<file path="config.mk">
export PLATFORM = sky130hd
export DESIGN_NAME = fetch_queue
export DESIGN_NICKNAME = d
export VERILOG_FILES = /design/src/rtl/fetch_queue.sv
export SDC_FILE = /design/constraint.sdc
export NUM_CORES = 1
export LEC_CHECK = 0
export ABC_AREA = 1
export BUFFER_PORTS_ARGS = -buffer_cell sky130_fd_sc_hd__clkbuf_2
export CAP_MARGIN = 20
export CORE_ASPECT_RATIO = 1.25
export CORE_MARGIN = 1.5
export CORE_UTILIZATION = 55
export CTS_CLUSTER_SIZE = 10
export DETAILED_ROUTE_END_ITERATION = 6
export PLACE_DENSITY = 0.78
export SLEW_MARGIN = 40
export SYNTH_ARGS = -nofsm -noshare
export SYNTH_HDL_FRONTEND = slang
export SYNTH_SLANG_ARGS = --single-unit
</file>
<file path="constraint.sdc">
create_clock -name clk -period 11.7 [get_ports clk]
set_input_delay 0.585 -clock clk [delete_from_list [all_inputs] [get_ports clk]]
set_output_delay 0.585 -clock clk [all_outputs]
set_load 0.03 [all_outputs]
</file>
<file path="src/rtl/fetch_queue.sv">
// fetch_queue: instruction prefetch FIFO between a combinational instruction
// memory and the IF/ID register. Fetches one word per cycle while there is
// room, delivers the head entry {instr, pc+4} and flushes on redirect.
//
// Ports:
//   clk, rst          single clock, synchronous active-high reset
//   imem_addr         fetch address (current fetch pc)
//   imem_data         instruction word for imem_addr, same cycle
//   stall             downstream holding, head not consumed
//   redirect          flush queue and refetch from redirect_pc
//   redirect_pc       new fetch address
//   instr_out         head instruction, 0 when empty
//   pc_plus4_out      head fetch address + 4, 0 when empty
//   valid_out         head present
//   count             occupied entries
module fetch_queue #(
  parameter int          DEPTH    = 4,
  parameter logic [31:0] RESET_PC = 32'h00000000
) (
  input  logic                     clk,
  input  logic                     rst,
  output logic [31:0]              imem_addr,
  input  logic [31:0]              imem_data,
  input  logic                     stall,
  input  logic                     redirect,
  input  logic [31:0]              redirect_pc,
  output logic [31:0]              instr_out,
  output logic [31:0]              pc_plus4_out,
  output logic                     valid_out,
  output logic [$clog2(DEPTH):0]   count
);

  localparam int AW = $clog2(DEPTH);
  localparam int CW = AW + 1;
  localparam logic [CW-1:0] FULL = CW'(DEPTH);

  logic [31:0]   instr_mem_q [DEPTH];
  logic [31:0]   pc4_mem_q   [DEPTH];
  logic [AW-1:0] rd_ptr_q, rd_ptr_d;
  logic [AW-1:0] wr_ptr_q, wr_ptr_d;
  logic [CW-1:0] cnt_q, cnt_d;
  logic [31:0]   fpc_q, fpc_d;
  logic [31:0]   fpc_plus4;
  logic          pop, push;

  assign fpc_plus4 = fpc_q + 32'd4;  // wraps modulo 2^32

  // Pop frees a slot in the same cycle, so a full queue keeps streaming.
  assign pop  = valid_out & ~stall & ~redirect;
  assign push = ~redirect & ((cnt_q != FULL) | pop);

  always_comb begin
    rd_ptr_d = rd_ptr_q;
    wr_ptr_d = wr_ptr_q;
    cnt_d    = cnt_q;
    fpc_d    = fpc_q;
    if (redirect) begin
      rd_ptr_d = '0;
      wr_ptr_d = '0;
      cnt_d    = '0;
      fpc_d    = redirect_pc;
    end else begin
      if (pop)  rd_ptr_d = rd_ptr_q + 1'b1;  // power-of-two depth: natural wrap
      if (push) begin
        wr_ptr_d = wr_ptr_q + 1'b1;
        fpc_d    = fpc_plus4;
      end
      case ({push, pop})
        2'b10:   cnt_d = cnt_q + 1'b1;
        2'b01:   cnt_d = cnt_q - 1'b1;
        default: cnt_d = cnt_q;
      endcase
    end
  end

  always_ff @(posedge clk) begin
    if (rst) begin
      rd_ptr_q <= '0;
      wr_ptr_q <= '0;
      cnt_q    <= '0;
      fpc_q    <= RESET_PC;
    end else begin
      rd_ptr_q <= rd_ptr_d;
      wr_ptr_q <= wr_ptr_d;
      cnt_q    <= cnt_d;
      fpc_q    <= fpc_d;
    end
  end

  // Storage is never cleared; count gates visibility of stale entries.
  always_ff @(posedge clk) begin
    if (push && !rst) begin
      instr_mem_q[wr_ptr_q] <= imem_data;
      pc4_mem_q[wr_ptr_q]   <= fpc_plus4;
    end
  end

  assign imem_addr    = fpc_q;
  assign valid_out    = (cnt_q != '0);
  assign count        = cnt_q;
  assign instr_out    = valid_out ? instr_mem_q[rd_ptr_q] : 32'h0;
  assign pc_plus4_out = valid_out ? pc4_mem_q[rd_ptr_q]   : 32'h0;

endmodule

</file>
# [Word level (Yosys, flattened, before mapping)]
# Memory sizes are Yosys's and may differ from the RTL's. A register that Yosys moved wholly into a read port is not among the register bits.
# Cells that the tools add are included.
[totals] wordCells=37 ff_bits=39 mem_bits_rw=256 input_bits=68 latchBits=0 mem_bits_ro=0 n_memories=2 output_inout_bits=100
[op_classes] shifts=0 eq_ne=3 div=0 add_sub_neg=5 multipliers=0 order_cmp=0 n_mux=11 bitwise_logic=6 n_reduce_logical=6
[memory_table] memory="instr_mem_q" depth=4 word_bits=32 read_ports=1 rd_clocked_by_memory_dff=1 write_ports=1 line_no="37" text="logic [31:0] instr_mem_q [DEPTH];"
[memory_table] memory="pc4_mem_q" depth=4 word_bits=32 read_ports=1 rd_clocked_by_memory_dff=1 write_ports=1 line_no="38" text="logic [31:0] pc4_mem_q [DEPTH];"
[op_table] operator="$mux W32" n=4
[op_table] operator="$add A32 B3 Y32 const B" n=1
[op_table] operator="$mux W2" n=4
[op_table] operator="$pmux W3 S2" n=1
[op_table] operator="$add A2 B1 Y2 const B" n=2
[op_table] operator="$reduce_bool A2 Y1" n=2
[op_table] operator="$add A3 B1 Y3 const B" n=1
[op_table] operator="$and A1 B1 Y1" n=3
[op_table] operator="$ne A3 B3 Y1 const B" n=1
[op_table] operator="$reduce_bool A3 Y1" n=1
[op_table] operator="$sub A3 B1 Y3 const B" n=1
[op_table] operator="$eq A2 B1 Y1 const B" n=1
[op_table] operator="$eq A2 B2 Y1 const B" n=1
[op_table] operator="$mux W1" n=2
[op_table] operator="$not A1 Y1" n=2
[op_table] operator="$reduce_or A2 Y1" n=1
[op_table] operator="$logic_and A1 B1 Y1" n=1
[op_table] operator="$logic_not A1 Y1" n=1
[op_table] operator="$or A1 B1 Y1" n=1

# [Depth between registers and ports, before layout]
# Gate-level depths: netlist of run 1.
[depth] depth_word=8 ltp_mapped=10 depth_no_buf=10

# [Least setup slack after synthesis of run 1]
# OpenSTA, ideal clock, no wires.
[synth_path] kind="register to register" startpoint="reg cnt_q[0], in the netlist count[0]" endpoint="mem instr_mem_q[0][0], enable pin" path_stages_with_launch=10 slack_ns=6.868 setup_time_ns=0.486 required_ns=11.214 n_path_buf=0 t_arrival_ns=4.346 period_less_slack_ns=4.832 path_cell_list="dfxtp_1 inv_1 ha_1 nand2_1 nand2_1 nand2_1 nand2_1 nor2_1 inv_1 nor2_1"
[synth_between] elab_chain_len=8 word_cells_on_any_way=9 cone_classes="eq/ne (1); mux (2); bitwise (4); reduce/logical (2)"
[synth_lines] item="start, declared" line_no="41" text="logic [CW-1:0] cnt_q, cnt_d;"
[synth_lines] item="start signal, assigned" line_no="85" text="cnt_q <= cnt_d;"
[synth_lines] item="$reduce_bool A3 Y1" line_no="99" text="assign valid_out = (cnt_q != '0);"
[synth_lines] item="named net valid_out" line_no="29" text="output logic valid_out,"
[synth_lines] item="$and A1 B1 Y1 (2 in series)" line_no="49" text="assign pop = valid_out & ~stall & ~redirect;"
[synth_lines] item="$or A1 B1 Y1" line_no="50" text="assign push = ~redirect & ((cnt_q != FULL) | pop);"
[synth_lines] item="$and A1 B1 Y1" line_no="50"
[synth_lines] item="$logic_and A1 B1 Y1" line_no="92" text="if (push && !rst) begin"
[synth_lines] item="$mux W1" line_no="92"
[synth_lines] item="$mux W1 (implied by the code)" line_no="93" text="instr_mem_q[wr_ptr_q] <= imem_data;"
[synth_lines] item="end, declared" line_no="37"
# The timed path passes the listed nets, and every way through them passes these cells.

==> impl_results.md, run 1 <==
- Largest net degree at the start of global routing: 129
- Crit end category: output pin
- Internal reg-to-reg setup slack: 8740 ps
- H-tree depth: 2
- # clock sinks: 297
- Rows: 61
- Ys Warns: 0
- Antenna violations before repair: 0
- Area growth syn-to-layout: 16.19%
- CTS tree: done
- Most used cell, CP: nor2_1
- Pwr Total: about 2.3 mW
- Vias in the first global route: 8,928
- Detailed-route via count: 9,034
- Number of enable flip-flop cells after synthesis: 256
- Yosys cell types: 33
- Fillers: 1,642
- Post-synth top area cell: edfxtp_1
- Ranking of synthesized cells by area: edfxtp_1 62%, nor2_1 8.6%, dfxtp_1 6.6%
- Initial Util: between 50% and 60%
- Worst relative slew slack: a little under half
- DR pass1 iterations: 5
- Cts hold-fix bufs: 0
- Routed WL: 29,040 um
- DRC violations left: 0
- Worst Path Arrival: slightly below 3000 ps
- Final hold violations: 0
- WHS Path Cells: 1
- Internal power: 1.787 mW
- Clock skew after layout: roughly 13 ps
- Largest delay share family, worst path: buffers and inverters
- Syn Inst Count: 1,148
- VDD IR max: 0.08669 mV
- Total GRT Usage: 25.07%
- Synthesized net count: 1,223
- Cells on worst reg2reg path: 10
- Main synth FF type: edfxtp_1
- Tmin final: 3561 ps
- Number of vias per cell: around 5.7
- Crit start category: register
- Die H: roughly 170 um
- FF-to-FF End: pc4_mem_q[2][23]
- Post-Layout Cell Count: approximately 1,600
- Synthesized area per cell: 10.85 sq um
- Worst EP required: 11,120 ps
- Max Buffers Root-to-Sink: 3
- Pre-CTS WS: 8025 ps
- Grt total ovfl: 0
- Num CTS Buffers: 35
- Synth top area share: 61.69%
- FF+latch count, synth: 297
- Final setup viols: 0
- Endpoint, Worst Hold: instr_mem_q[1][1]
- Ports: 168
- Gpl congestion: 0.8968
- Post-cts gate resize count: 0
- Worst Hold Launch: imem_data[1]
- RSZ-0062 raised after global routing: no
- # diodes: 0
- Fmax: 280.8 MHz
- Post-CTS setup buffers: 0
- Max Cap Viol: 0
- Async S/R FF share, synth: 0%
- Leak: 5.435 nW
- CP max stage delay: between 700 and 800 ps
- Later-pin clock latency in the skew report: 500 ps
- Min setup slack post-route: 8139 ps
- First-pass GRT wire length: 45,290 um
- Clock share of power: 41.0%
- Core area: between 20,000 and 25,000 sq um
- Sequential power share: 52.1%
- Clock-pin slew on the worst setup and hold paths: 50 ps
- Critical path's slowest cell: dfxtp_4
- Die width: 137.6 um
- Worst path bufs/invs: 2
- Die footprint: 23,570 sq um
- Clock root cell: clkbuf_16
- Mapped cell area: 12,460 sq um
- Slew @ Worst Pin: 823.2 ps
- Comb power frac: ~6.8%
- Cells after DPL: roughly 1,500
- Register area share after synthesis: 68.28%
- Final TNS setup: 0 ps
- Sw frac: 22.05%
- PortBufs: 167
- HP Class: input port to register
- DR iter-0 viols: 682
- Final Max Slew Viols: 0
- Share of post-route cells with drive strength above 1: 18.83%
- Cells along the critical path: buf_4, nor2_1, nor2_1, o21ai_0, a21oi_1, clkbuf_2
- Crit-path max FO: 70
- Status: finished, final reports clean
- Critical path type: register to output pin
- Worst r2r src: count[0]
- Routed len/inst: 18.21 um
- Pwr dens: 158.3 nW/um^2
- Nets: 1,375
- Final worst-path cycle share: 30.44%
- Antenna Violating Nets Remaining: 0
- Utilization after layout: approximately 65%
- HPWL after DPL: about 18,000 um
- Net Switching: 505.5 uW
-- cells by family after synthesis --
logic type	after synthesis	synth area share, %
DFF	297	68.28
xor gates and xnor gates	17	1.376
AOI/OAI and AO/OA	257	10.73
buffers and inverters	107	3.605
adders and majority gates	7	0.7028
and+or+nand+nor	463	15.30
-- state kept, by name, summed over array words and instances, names as in the netlist, named ones only --
| register | flops |
|---|---|
| rd_ptr_q | 2 |
| count | 3 |
| pc4_mem_q | 128 |
| wr_ptr_q | 2 |
| instr_mem_q | 128 |
| imem_addr | 32 |
-- stage by stage --
stage | cell area, sq um | hold slack, ps
after global routing | 14480 | 298.1
after global placement | 13490 | 441.1
after floorplan | 12460 | 435.7
after CTS | 14480 | 300.5
after detailed placement | 13500 | 449.9
final | 14480 | 314.4
-- power by group through the flow --
stage | Combinational, mW | Clock, mW | Sequential, mW
global route | 0.172 | 0.991 | 1.20
floorplan | 0.0872 | 0 | 1.22
global placement | 0.153 | 0 | 1.21
detailed placement | 0.157 | 0 | 1.22
finish | 0.157 | 0.941 | 1.19
CTS | 0.157 | 0.949 | 1.19
-- worst reg2reg max path: cells and delay by family (launching register included) --
kind	cells	cell delay, ps
fa+ha+maj	1	220
flops	1	350
buf+inv	3	960
simple gates	6	1020
-- cells in the mapped netlist, types with 2 or more instances --
cell type,number
inv_2,3
nand3_2,2
and2_1,6
nand2_2,2
o21ai_0,147
edfxtp_1,256
buf_2,14
nand3_1,16
a31oi_1,8
buf_4,6
clkbuf_1,30
nand4_1,6
o21ai_1,4
nand2_1,125
buf_1,10
xor2_1,10
nor3_1,3
a21oi_1,82
xor2_2,3
dfxtp_1,41
a22oi_1,15
xnor2_1,4
clkinv_1,2
inv_1,41
nor2_2,5
nor2_1,286
ha_1,7
nor2_4,8
nand2_4,2
-- how the worst max path moves through the flow --
stage,start,depth (start not counted),endpoint
global route,register,6,pc_plus4_out[12]
floorplan,count[0],9,instr_mem_q[0][0]
global placement,redirect,9,instr_mem_q[1][12]
finish,register,6,pc_plus4_out[12]
CTS,register,6,pc_plus4_out[12]
detailed placement,redirect,9,instr_mem_q[1][25]
-- cells in the final DEF (no fill, tap or decap), types with 4 or more instances in the layout --
master,Yosys,final
nand4_1,6,6
clkbuf_16,0,37
and2_1,6,6
xnor2_1,4,4
nor2_4,8,13
clkbuf_1,30,11
edfxtp_1,256,256
nand2_1,125,125
o21ai_1,4,4
dfxtp_1,41,39
nor2_2,5,6
buf_4,6,4
clkbuf_2,0,167
xor2_1,10,10
buf_6,1,5
o21ai_0,147,147
a22oi_1,15,15
a21oi_1,82,82
ha_1,7,7
a31oi_1,8,8
inv_1,41,41
nor2_1,286,280
nand3_1,16,16
-- metal layers --
metal | GRT usage (%) | wire length, um
met1 | 31.63 | 11440
met2 | 43.04 | 14630
met3 | 3.684 | 1979
met4 | 10.71 | 992
met5 | 0 | 0
-- area by class of cell --
| class | count | area, sq um | share of cell area (%) |
|---|---|---|---|
| sequential | 297 | 8513 | 58.80 |
| tap | 283 | 354.1 | 2.446 |
| clock buffer | 48 | 967.2 | 6.681 |
| timing repair buffer | 176 | 922.1 | 6.369 |
| inverter | 46 | 173.9 | 1.201 |
| clock inverter | 1 | 3.754 | 0.02593 |
| multi-input combinational | 744 | 3543 | 24.48 |
No activity file was read; power rests on OpenSTA's default activity.
==> run 2: changes to the inputs <==
- ABC_AREA: 1 -> 0
- CORE_UTILIZATION: 55 -> 52
- PLACE_DENSITY: 0.78 -> 0.77
- clock period: 11.7 -> 3.1 ns (I/O delays scaled with it)
==> run 2 against run 1 <==
  * Die area increased by 5.5%
  * Clock-buffer cell count is 6 higher
  * Flip-flop and latch count unchanged
  * Total power grew to 3.9 times the previous value
  * Sequential power rose to 3.8 times the previous value
  * Sequential share of layout area decreased by 3.2 points
  * Global-route usage shrank 1.7 points
  * Non-clock buffer count grew 76
  * Register-to-register slack got worse by 8200 ps
  * Largest cell class unchanged
==> impl_results.md, run 2 <==
- Cells along the critical path: buf_4, mux4_2, and2_1, clkbuf_2 (was buf_4, nor2_1, nor2_1, o21ai_0, a21oi_1, clkbuf_2)
- Largest family of logic cells by synthesized area: multiplexers (was simple AND/OR/NAND/NOR gates)
- Top-count cell post-synth: edfxtp_1 (was nor2_1)
- Die footprint: 24,870 sq um (was 23,570 sq um)
- DR pass1 iterations: 5 (unchanged)
- Die width: 141.4 um (was 137.6 um)
- # diodes: 0 (unchanged)
- DRC violations left: 0 (unchanged)
- HPWL after DPL: 18,210 um (was 17,600 um)
- Fmax: 377.3 MHz
- CP max stage delay: 630 ps (was 750 ps)
- Synthesized area per cell: 16.08 sq um (was 10.85 sq um)
- Clock skew after layout: 21.11 ps (was 13.34 ps)
- Main synth FF type: edfxtp_1 (unchanged)
- Crit start category: register (unchanged)
- Total GRT Usage: 23.33% (was 25.07%)
- Final TNS setup: 0 ps (unchanged)
- Max Cap Viol: 0 (unchanged)
- Fillers: 1,646 (was 1,642)
- Clock root cell: clkbuf_16 (unchanged)
- # clock sinks: 297 (unchanged)
- WHS Path Cells: 5 (was 1)
- Status: finished, final reports clean (unchanged)
- Worst relative slew slack: 41.83% (was 45.12%)
- Crit end category: output pin (unchanged)
- DP Area: 13,710 sq um (was 13,500 sq um)
- FF+latch count, synth: 297 (unchanged)
- Largest net degree at the start of global routing: 66 (was 129)
- Ranking of synthesized cells by area: edfxtp_1 62%, mux4_2 12%, dfxtp_1 6.6% (was edfxtp_1 62%, nor2_1 8.6%, dfxtp_1 6.6%)
- Grt total ovfl: 0 (unchanged)
- Share of post-route cells with drive strength above 1: 29.28% (was 18.83%)
- Later-pin clock latency in the skew report: 510 ps (was 500 ps)
- Crit-path max FO: 22 (was 70)
- H-tree depth: 2 (unchanged)
- Final worst-path cycle share: 85.50%
- Ports: 168 (unchanged)
- Post-Synth Simple-Gate Area: 10.12% (was 15.30%)
- Synth Area in Adders: 0.7039% (was 0.7029%)
- Synth top area share: 61.78% (was 61.69%)
- Leak: 5.373 nW (was 5.435 nW)
- Final Cell Area: 15,320 sq um (was 14,480 sq um)
- Most frequent cells in the layout: 256 x edfxtp_1, 167 x clkbuf_2, 66 x and2_1, 64 x mux4_2, 61 x dlygate4sd3_1 (was 280 x nor2_1, 256 x edfxtp_1, 167 x clkbuf_2, 147 x o21ai_0, 125 x nand2_1)
- Syn Inst Count: 774 (was 1,148)
- Post-synthesis mux area share: 11.74% (was 0%)
- FF-to-FF End: pc4_mem_q[1][27] (was pc4_mem_q[2][23])
- Die H: 176.0 um (was 171.3 um)
- Initial Util: 52.62% (was 56.10%)
- Number of vias per cell: 5.853 (was 5.664)
- Synthesized net count: 849 (was 1,223)
- Critical path's slowest cell: dfxtp_4 (unchanged)
- Worst EP required: 2940 ps (was 11,120 ps)
- Post-CTS setup buffers: 0 (unchanged)
- Async S/R FF share, synth: 0% (unchanged)
- Complex-gate fraction of the synthesized area: 4.163% (was 10.73%)
- Ys Warns: 0 (unchanged)
- Cells on worst reg2reg path: 4 (was 10)
- Core area: 23,650 sq um (was 22,210 sq um)
- RSZ-0062 raised after global routing: no (unchanged)
- Antenna violations before repair: 0 (unchanged)
- VDD IR max: 0.4011 mV (was 0.08669 mV)
- Register area share after synthesis: 68.38% (was 68.28%)
- Routed WL: 28,480 um (was 29,040 um)
- Rows: 63 (was 61)
- Vias in the first global route: 7,760 (was 8,928)
- Mapped cell area: 12,440 sq um (was 12,460 sq um)
- Nets: 1,083 (was 1,375)
- DR iter-0 viols: 462 (was 682)
- Slew @ Worst Pin: 868.7 ps (was 823.2 ps)
- Worst r2r src: imem_addr[4] (was count[0])
- Tmin final: 2650 ps
- Antenna Violating Nets Remaining: 0 (unchanged)
- First-pass GRT wire length: 43,860 um (was 45,290 um)
- Max Buffers Root-to-Sink: 3 (unchanged)
- Internal reg-to-reg setup slack: 570 ps (was 8740 ps)
- Final setup viols: 0 (unchanged)
- CTS tree: done (unchanged)
- Worst Path Arrival: 2500 ps (was 2980 ps)
- Final Max Slew Viols: 0 (unchanged)
- Critical path type: register to output pin (unchanged)
- Num CTS Buffers: 35 (unchanged)
- Setup crit end: pc_plus4_out[18] (was pc_plus4_out[12])
- Gpl congestion: 0.9106 (was 0.8968)
- Detailed-route via count: 7,726 (was 9,034)
- Area growth syn-to-layout: 23.11% (was 16.19%)
- HP Class: input port to register (unchanged)
- Clock-pin slew on the worst setup and hold paths: 50 ps (about the same)
- Yosys cell types: 48 (was 33)
- Synth cell count leaders: 256 x edfxtp_1, 70 x and2_1, 64 x mux4_2, 41 x dfxtp_1, 38 x nor2_1 (was 286 x nor2_1, 256 x edfxtp_1, 147 x o21ai_0, 125 x nand2_1, 82 x a21oi_1)
- Commonest non-fill, non-tap cell in the layout: edfxtp_1 (was nor2_1)
- Pwr dens: 585.9 nW/um^2 (was 158.3 nW/um^2)
- Number of enable flip-flop cells after synthesis: 256 (unchanged)
- Xor/xnor share of the synthesized area: 2.675% (was 1.376%)
- Post-synth top area cell: edfxtp_1 (unchanged)
- Final hold violations: 0 (unchanged)
- Routed len/inst: 21.57 um (was 18.21 um)
- PortBufs: 167 (unchanged)
run 2: cell types whose count changed in the layout (fill, tap and decap cells not counted), sizes merged, moves of 61 or more:
| cell | delta |
|---|---|
| mux4 | +64 |
| and2 | +64 |
| nor2 | -261 |
| dlygate4sd3 | +61 |
| nand2 | -97 |
| o21ai | -142 |
| a21oi | -71 |
run 2: routing by layer:
metal / wire length, um / GRT usage (%)
met5: 0 / 0
met2: 14340 / 38.75
met4: 592 / 7.161
met3: 2021 / 4.014
met1: 11520 / 31.83
run 2: how the worst min path moves through the flow:
stage                         endpoint             from  slack, ps
finish                   imem_addr[29]  redirect_pc[29]         30
global route             imem_addr[29]  redirect_pc[29]         60
CTS                      imem_addr[29]  redirect_pc[29]          4
detailed placement  instr_mem_q[2][30]    imem_data[30]        380
global placement    instr_mem_q[0][11]    imem_data[11]        370
floorplan            instr_mem_q[0][0]     imem_data[0]        250
run 2: final cells by class:
type	count	area (sq um)	share of cell area, %
Multi-Input combinational cell	408	3669	23.95
Timing Repair Buffer	252	1714	11.19
Sequential cell	297	8516	55.59
Tap cell	292	365.4	2.385
Inverter	14	55.05	0.3594
Clock inverter	3	52.55	0.3431
Clock buffer	54	947.2	6.183
run 2: report_power, final:
group	internal, mW	switching, mW
clock network	2.11	1.50
registers	4.46	0.0923
logic	0.308	0.505
run 2: repair_timing:
item | in CTS | in global routing
hold buffers | 61 | 0
endpoints found under the setup margin | 0 | 64
resized for setup | 0 | 1
hold endpoints to repair | 157 | 0
run 2: per-stage QoR:
step | hold WS, ps | worst slack [ps] | std cells | util, % | total power, mW
floorplan | 253.9 | 155.9 | 774 | - | 5.096
global placement | 374.2 | 698.6 | 1201 | 57.87 | 5.361
detailed placement | 380.8 | 611.0 | 1202 | 57.96 | 5.379
CTS | 4.182 | 259.8 | 1320 | 64.77 | 9.033
global route | 56.10 | 310.1 | 1320 | 64.78 | 9.255
finish | 31.84 | 449.6 | 1320 | 64.78 | 8.975
run 2: logic make-up (layout without fill, tap and decap cells):
| kind of cell | after synthesis | count (layout) |
|---|---|---|
| buffers and inverters | 69 | 323 |
| flip-flops | 297 | 297 |
| multiplexers | 66 | 66 |
| AND/OR/NAND/NOR | 227 | 227 |
| adder cells (fa/ha/maj) | 7 | 7 |
| AO/OA/AOI/OAI | 70 | 70 |
| XOR/XNOR | 38 | 38 |
run 2: worst max-delay path, delay by kind of cell (launching register included):
family | cells | cell delay [ps]
simple gates | 1 | 180
mux | 1 | 580
buf+inv | 2 | 570
flops | 1 | 630
